File: config.mk
export PLATFORM = sky130hd
export DESIGN_NAME = imem_ctrl
export DESIGN_NICKNAME = d
export VERILOG_FILES = /design/src/rtl/imem_ctrl.sv
export SDC_FILE = /design/constraint.sdc
export NUM_CORES = 2
export LEC_CHECK = 0
export ABC_AREA = 0
export BUFFER_PORTS_ARGS = -buffer_cell sky130_fd_sc_hd__buf_2
export CAP_MARGIN = 20
export CORE_AREA = 2 2 607 307
export CTS_CLUSTER_DIAMETER = 50
export DETAILED_ROUTE_END_ITERATION = 6
export DIE_AREA = 0 0 609 309
export PLACE_DENSITY_LB_ADDON = 0.2
export SYNTH_ARGS = -nofsm -noshare
export SYNTH_HDL_FRONTEND = slang
export SYNTH_SLANG_ARGS = --single-unit
File: constraint.sdc
create_clock -name clk -period 7.7 [get_ports clk]
set_input_delay 0.385 -clock clk [delete_from_list [all_inputs] [get_ports clk]]
set_output_delay 0.385 -clock clk [all_outputs]
set_load 0.05 [all_outputs]
File: src/rtl/imem_ctrl.sv
// Instruction memory controller: single-cycle fetch port with registered response,
// plus a loader port that writes the array while fetching is paused.
module imem_ctrl #(
   parameter int unsigned       DATA_W   = 32,
   parameter int unsigned       DEPTH    = 64,
   parameter int unsigned       ADDR_W   = 32,
   parameter logic [DATA_W-1:0] NOP_WORD = 32'h00000013,
   localparam int unsigned      IDX_W    = (DEPTH > 1) ? $clog2(DEPTH) : 1
) (
   input  logic              clk,
   input  logic              rst_n,
   input  logic              req_valid,
   output logic              req_ready,
   input  logic [ADDR_W-1:0] req_addr,
   output logic              rsp_valid,
   input  logic              rsp_ready,
   output logic [DATA_W-1:0] rsp_data,
   output logic [1:0]        rsp_err,
   input  logic              prog_en,
   input  logic              prog_we,
   input  logic [IDX_W-1:0]  prog_addr,
   input  logic [DATA_W-1:0] prog_data,
   output logic              prog_active
);

   localparam logic [1:0] StRun   = 2'd0;
   localparam logic [1:0] StDrain = 2'd1;
   localparam logic [1:0] StProg  = 2'd2;

   logic [1:0]        state_q, state_d;
   logic              rsp_valid_q;
   logic [DATA_W-1:0] rsp_data_q;
   logic [1:0]        rsp_err_q;
   logic [DATA_W-1:0] mem [DEPTH];

   logic              req_fire;
   logic              mem_we;
   logic              misaligned;
   logic              out_of_range;
   logic [IDX_W-1:0]  word_idx;
   logic [ADDR_W+31:0] word_addr;
   logic [DATA_W-1:0] fetch_word;

   // Widened so the range check cannot wrap for any ADDR_W.
   assign word_addr    = {32'd0, req_addr} >> 2;
   assign out_of_range = word_addr >= (ADDR_W+32)'(DEPTH);
   assign misaligned   = req_addr[1:0] != 2'b00;
   assign word_idx     = req_addr[IDX_W+1:2];
   assign fetch_word   = (misaligned || out_of_range) ? NOP_WORD : mem[word_idx];

   assign req_ready = (state_q == StRun) & ~prog_en & (~rsp_valid_q | rsp_ready);
   assign req_fire  = req_valid & req_ready;
   // Writes only happen in PROG, where req_ready is low, so fetch and write never collide.
   assign mem_we    = (state_q == StProg) & prog_we & (32'(prog_addr) < DEPTH);

   always_comb begin
      state_d = state_q;
      case (state_q)
         StRun: begin
            if (prog_en) state_d = (!rsp_valid_q || rsp_ready) ? StProg : StDrain;
         end
         StDrain: begin
            if (!prog_en)      state_d = StRun;
            else if (rsp_ready) state_d = StProg;
         end
         StProg: begin
            if (!prog_en) state_d = StRun;
         end
         default: state_d = StRun;
      endcase
   end

   always_ff @(posedge clk or negedge rst_n) begin
      if (!rst_n) begin
         state_q     <= StRun;
         rsp_valid_q <= 1'b0;
         rsp_data_q  <= '0;
         rsp_err_q   <= 2'b00;
      end else begin
         state_q <= state_d;
         if (req_fire) begin
            rsp_valid_q <= 1'b1;
            rsp_data_q  <= fetch_word;
            rsp_err_q   <= {out_of_range, misaligned};
         end else if (rsp_ready) begin
            rsp_valid_q <= 1'b0;
         end
      end
   end

   // No reset on the array: contents survive rst_n.
   always_ff @(posedge clk) begin
      if (mem_we) mem[prog_addr] <= prog_data;
   end

   assign rsp_valid   = rsp_valid_q;
   assign rsp_data    = rsp_data_q;
   assign rsp_err     = rsp_err_q;
   assign prog_active = (state_q == StProg);

endmodule

==> flow_metrics.env <==
export IMPL_status="completed"
export IMPL_grt_pass1_wl_mm=318
export IMPL_dp_final_hpwl_mm=125
export IMPL_crit_path_max_fanout=17
export IMPL_async_reset_ff_share_pct=1.77
export IMPL_core_area_um2=182000
export IMPL_root_buffer="clkbuf_16"
export IMPL_drv_cap=0
export IMPL_synth_distinct_cells=63
export IMPL_postSynthCellCount=3640
export IMPL_rows=111
export IMPL_hold_viol_final=0
export IMPL_worst_setup_path_type="reg2reg"
export IMPL_seq_power_share_pct=54.6
export IMPL_synth_flop_cell="edfxtp_1"
export IMPL_cts_resized=0
export IMPL_drt_total_wl_mm=229
export IMPL_sw_frac_of_total_pct=21.4
export IMPL_drive_above_1_share_pct=27.0
export IMPL_synth_avg_cell_area_um2=22.0
export IMPL_place_area_um2=84200
export IMPL_synth_seq_cells=2085
export IMPL_power_leakage_nw=28.7
export IMPL_die_area_um2=188000
export IMPL_vdd_drop_max_v=0.000218
export IMPL_wl_per_cell_um=35.3
export IMPL_fp_dieW_um=609
export IMPL_min_delay_path_class="in2reg"
export IMPL_worst_ep_arrival_time_ns=4.18
export IMPL_grt_max_degree=123
export IMPL_worstPathRequired_ns=8.17
export IMPL_p_sw_mw=4.89
export IMPL_htreeDepth=4
export IMPL_synth_area_um2=80200
export IMPL_fmax_mhz=270
export IMPL_avgViaCountPerCell=6.21
export IMPL_p_int_mw=18.0
export IMPL_skew_ns=0.0312
export IMPL_cts_made_buffers=186
export IMPL_layout_common_cells="2,048 x edfxtp_1, 471 x mux4_2, 195 x clkbuf_16"
export IMPL_power_density_nw_per_um2=252
export IMPL_postCtsSetupRepairBufs=0
export IMPL_nNetsFinal=3977
export IMPL_cts_sinks=2085
export IMPL_postLayoutCellArea_um2=90700
export IMPL_ys_seq_area_share_pct=77.9
export IMPL_fin_cells=6493
export IMPL_io_buffer_count=112
export IMPL_end_kind="flip-flop"
export IMPL_place_congestion=0.815
export IMPL_drtIter0Drc=5628
export IMPL_clockBufferDepth=3
export IMPL_via_count=40300
export IMPL_holdBufCountCts=6
export IMPL_grt_overflow=0
export IMPL_maxSlewHeadroom_pct=23.3
export IMPL_insertion_delay_ns=0.83
export IMPL_synth_fp_nets=3716
export IMPL_die_h_um=309
export IMPL_placed_cells=6106
export IMPL_fin_setup_tns_ns=0
export IMPL_p_comb_share_pct=5.1
export IMPL_yosysWarnings=0
export IMPL_antenna_found_initial=11
export IMPL_area_growth_pct=13.2
export IMPL_setup_viol=0
export IMPL_multi_input_area_um2=17100
export IMPL_tightest_slew_ns=1.12
export IMPL_synth_edff_count=2048
export IMPL_crit_path_start_kind="flip-flop"
export IMPL_path_clk_slew_ns=0.06
export IMPL_post_route_drc_count=0
export IMPL_grt_pass1_vias=40200
export IMPL_seq_area_um2=62400
export IMPL_fin_crit_ns=3.70
export IMPL_start_util_pct=43.9
export IMPL_clkPwrFrac_pct=40.3
export IMPL_cts_tree="yes"
export IMPL_layout_commonest_cell="edfxtp_1"
export IMPL_io_pins=113
export IMPL_finalCritPeriodShare_pct=48.1
export IMPL_fillCellCount=14600
export IMPL_rsz0062_at_grt="no"
export IMPL_ant_nets=0
export IMPL_holdWs_ns=0.0118
export IMPL_grt_usage_pct=24.4
export IMPL_post_route_util_pct=49.7
export IMPL_first_pass_iters=6
export IMPL_finalMaxSlewViolations=0
worst max-delay path, stage by stage, from the launching register on:
cell	delay, ns
dfrtp_1	0.34
inv_1	0.09
nor2_1	0.40
nand2_1	0.12
nor2_1	0.35
nand2_1	0.58
nor2_4	0.97
buf_4	0.48
cell type report:
| cell class | count | area share (%) |
|---|---|---|
| diodes | 6 | 0.0165 |
| clock buffers | 232 | 5.59 |
| clock inverters | 113 | 0.969 |
| inverters | 8 | 0.0386 |
| multi-input cells | 1345 | 18.8 |
| flip-flops and latches | 2085 | 68.8 |
| well taps | 2429 | 3.35 |
| repair buffers | 275 | 2.44 |
sequential cells by signal, indices dropped and copies added, names as in the netlist:
name	flops
rsp_valid	1
state_q	2
mem	2048
rsp_err	2
rsp_data	32
synthesized netlist by cell type, drive strengths merged, types with 18 or more instances:
library cell,n,area [um^2]
nand3,25,125
o21ai,58,290
mux2i,192,1920
clkbuf,70,263
dfrtp,37,926
mux4,471,10600
edfxtp,2048,61500
buf,132,913
a21oi,55,275
nor3,18,90.1
mux2,23,259
nor2,111,417
nand2,130,488
a221oi,72,637
logic make-up (layout without fill, tap and decap cells):
family                 Yosys count  after routing  synth area share, %
flip-flops                    2085           2085                 77.9
multiplexers                   686            686                 16.0
AND/OR/NAND/NOR                355            355                 1.98
AO/OA/AOI/OAI                  304            304                 2.69
buffers and inverters          210            628                 1.50
other                            0              6                    0
worst paths after layout:
check / startpoint / endpoint / slack [ns] / cells past startpoint
min in group asynchronous: rst_n / rsp_data[22] / 0.27 / 3
max in group asynchronous: rst_n / rsp_data[2] / 6.85 / 3
hold / removal: prog_data[8] / mem[63][8] / 0.01 / 1
setup reg to reg: state_q[1] / mem[48][3] / 4.00 / 7
setup / recovery: state_q[1] / mem[48][3] / 4.00 / 7
hold reg to reg: rsp_data[0] / rsp_data[0] / 0.55 / 1
power by group through the flow:
stage               Clock (mW)  Sequential, mW  Combinational, mW
finish                    9.22            12.5               1.16
global placement             0            12.7               1.12
detailed placement           0            12.7               1.13
CTS                       9.34            12.5               1.13
global route              9.76            12.5               1.22
floorplan                    0            12.7              0.611
per-layer routing:
| metal | track usage [%] | vias up | share of wire, % |
|---|---|---|---|
| li1 | - | 16000 | - |
| met1 | 35.8 | 22100 | 42 |
| met2 | 37.9 | 1922 | 46 |
| met3 | 3.92 | 312 | 8.4 |
| met4 | 7.24 | 4 | 2.9 |
| met5 | 0 | - | 0.012 |
per-stage QoR:
stage / power [mW] / worst slack, ns
4_1_cts: 23.0 / 4.09
3_3_place_gp: 13.9 / 3.42
5_1_grt: 23.5 / 3.91
3_5_place_dp: 13.9 / 3.58
2_1_floorplan: 13.4 / 4.24
6_report: 22.9 / 4.00
Note: power is estimated with default switching activity, not from simulation.
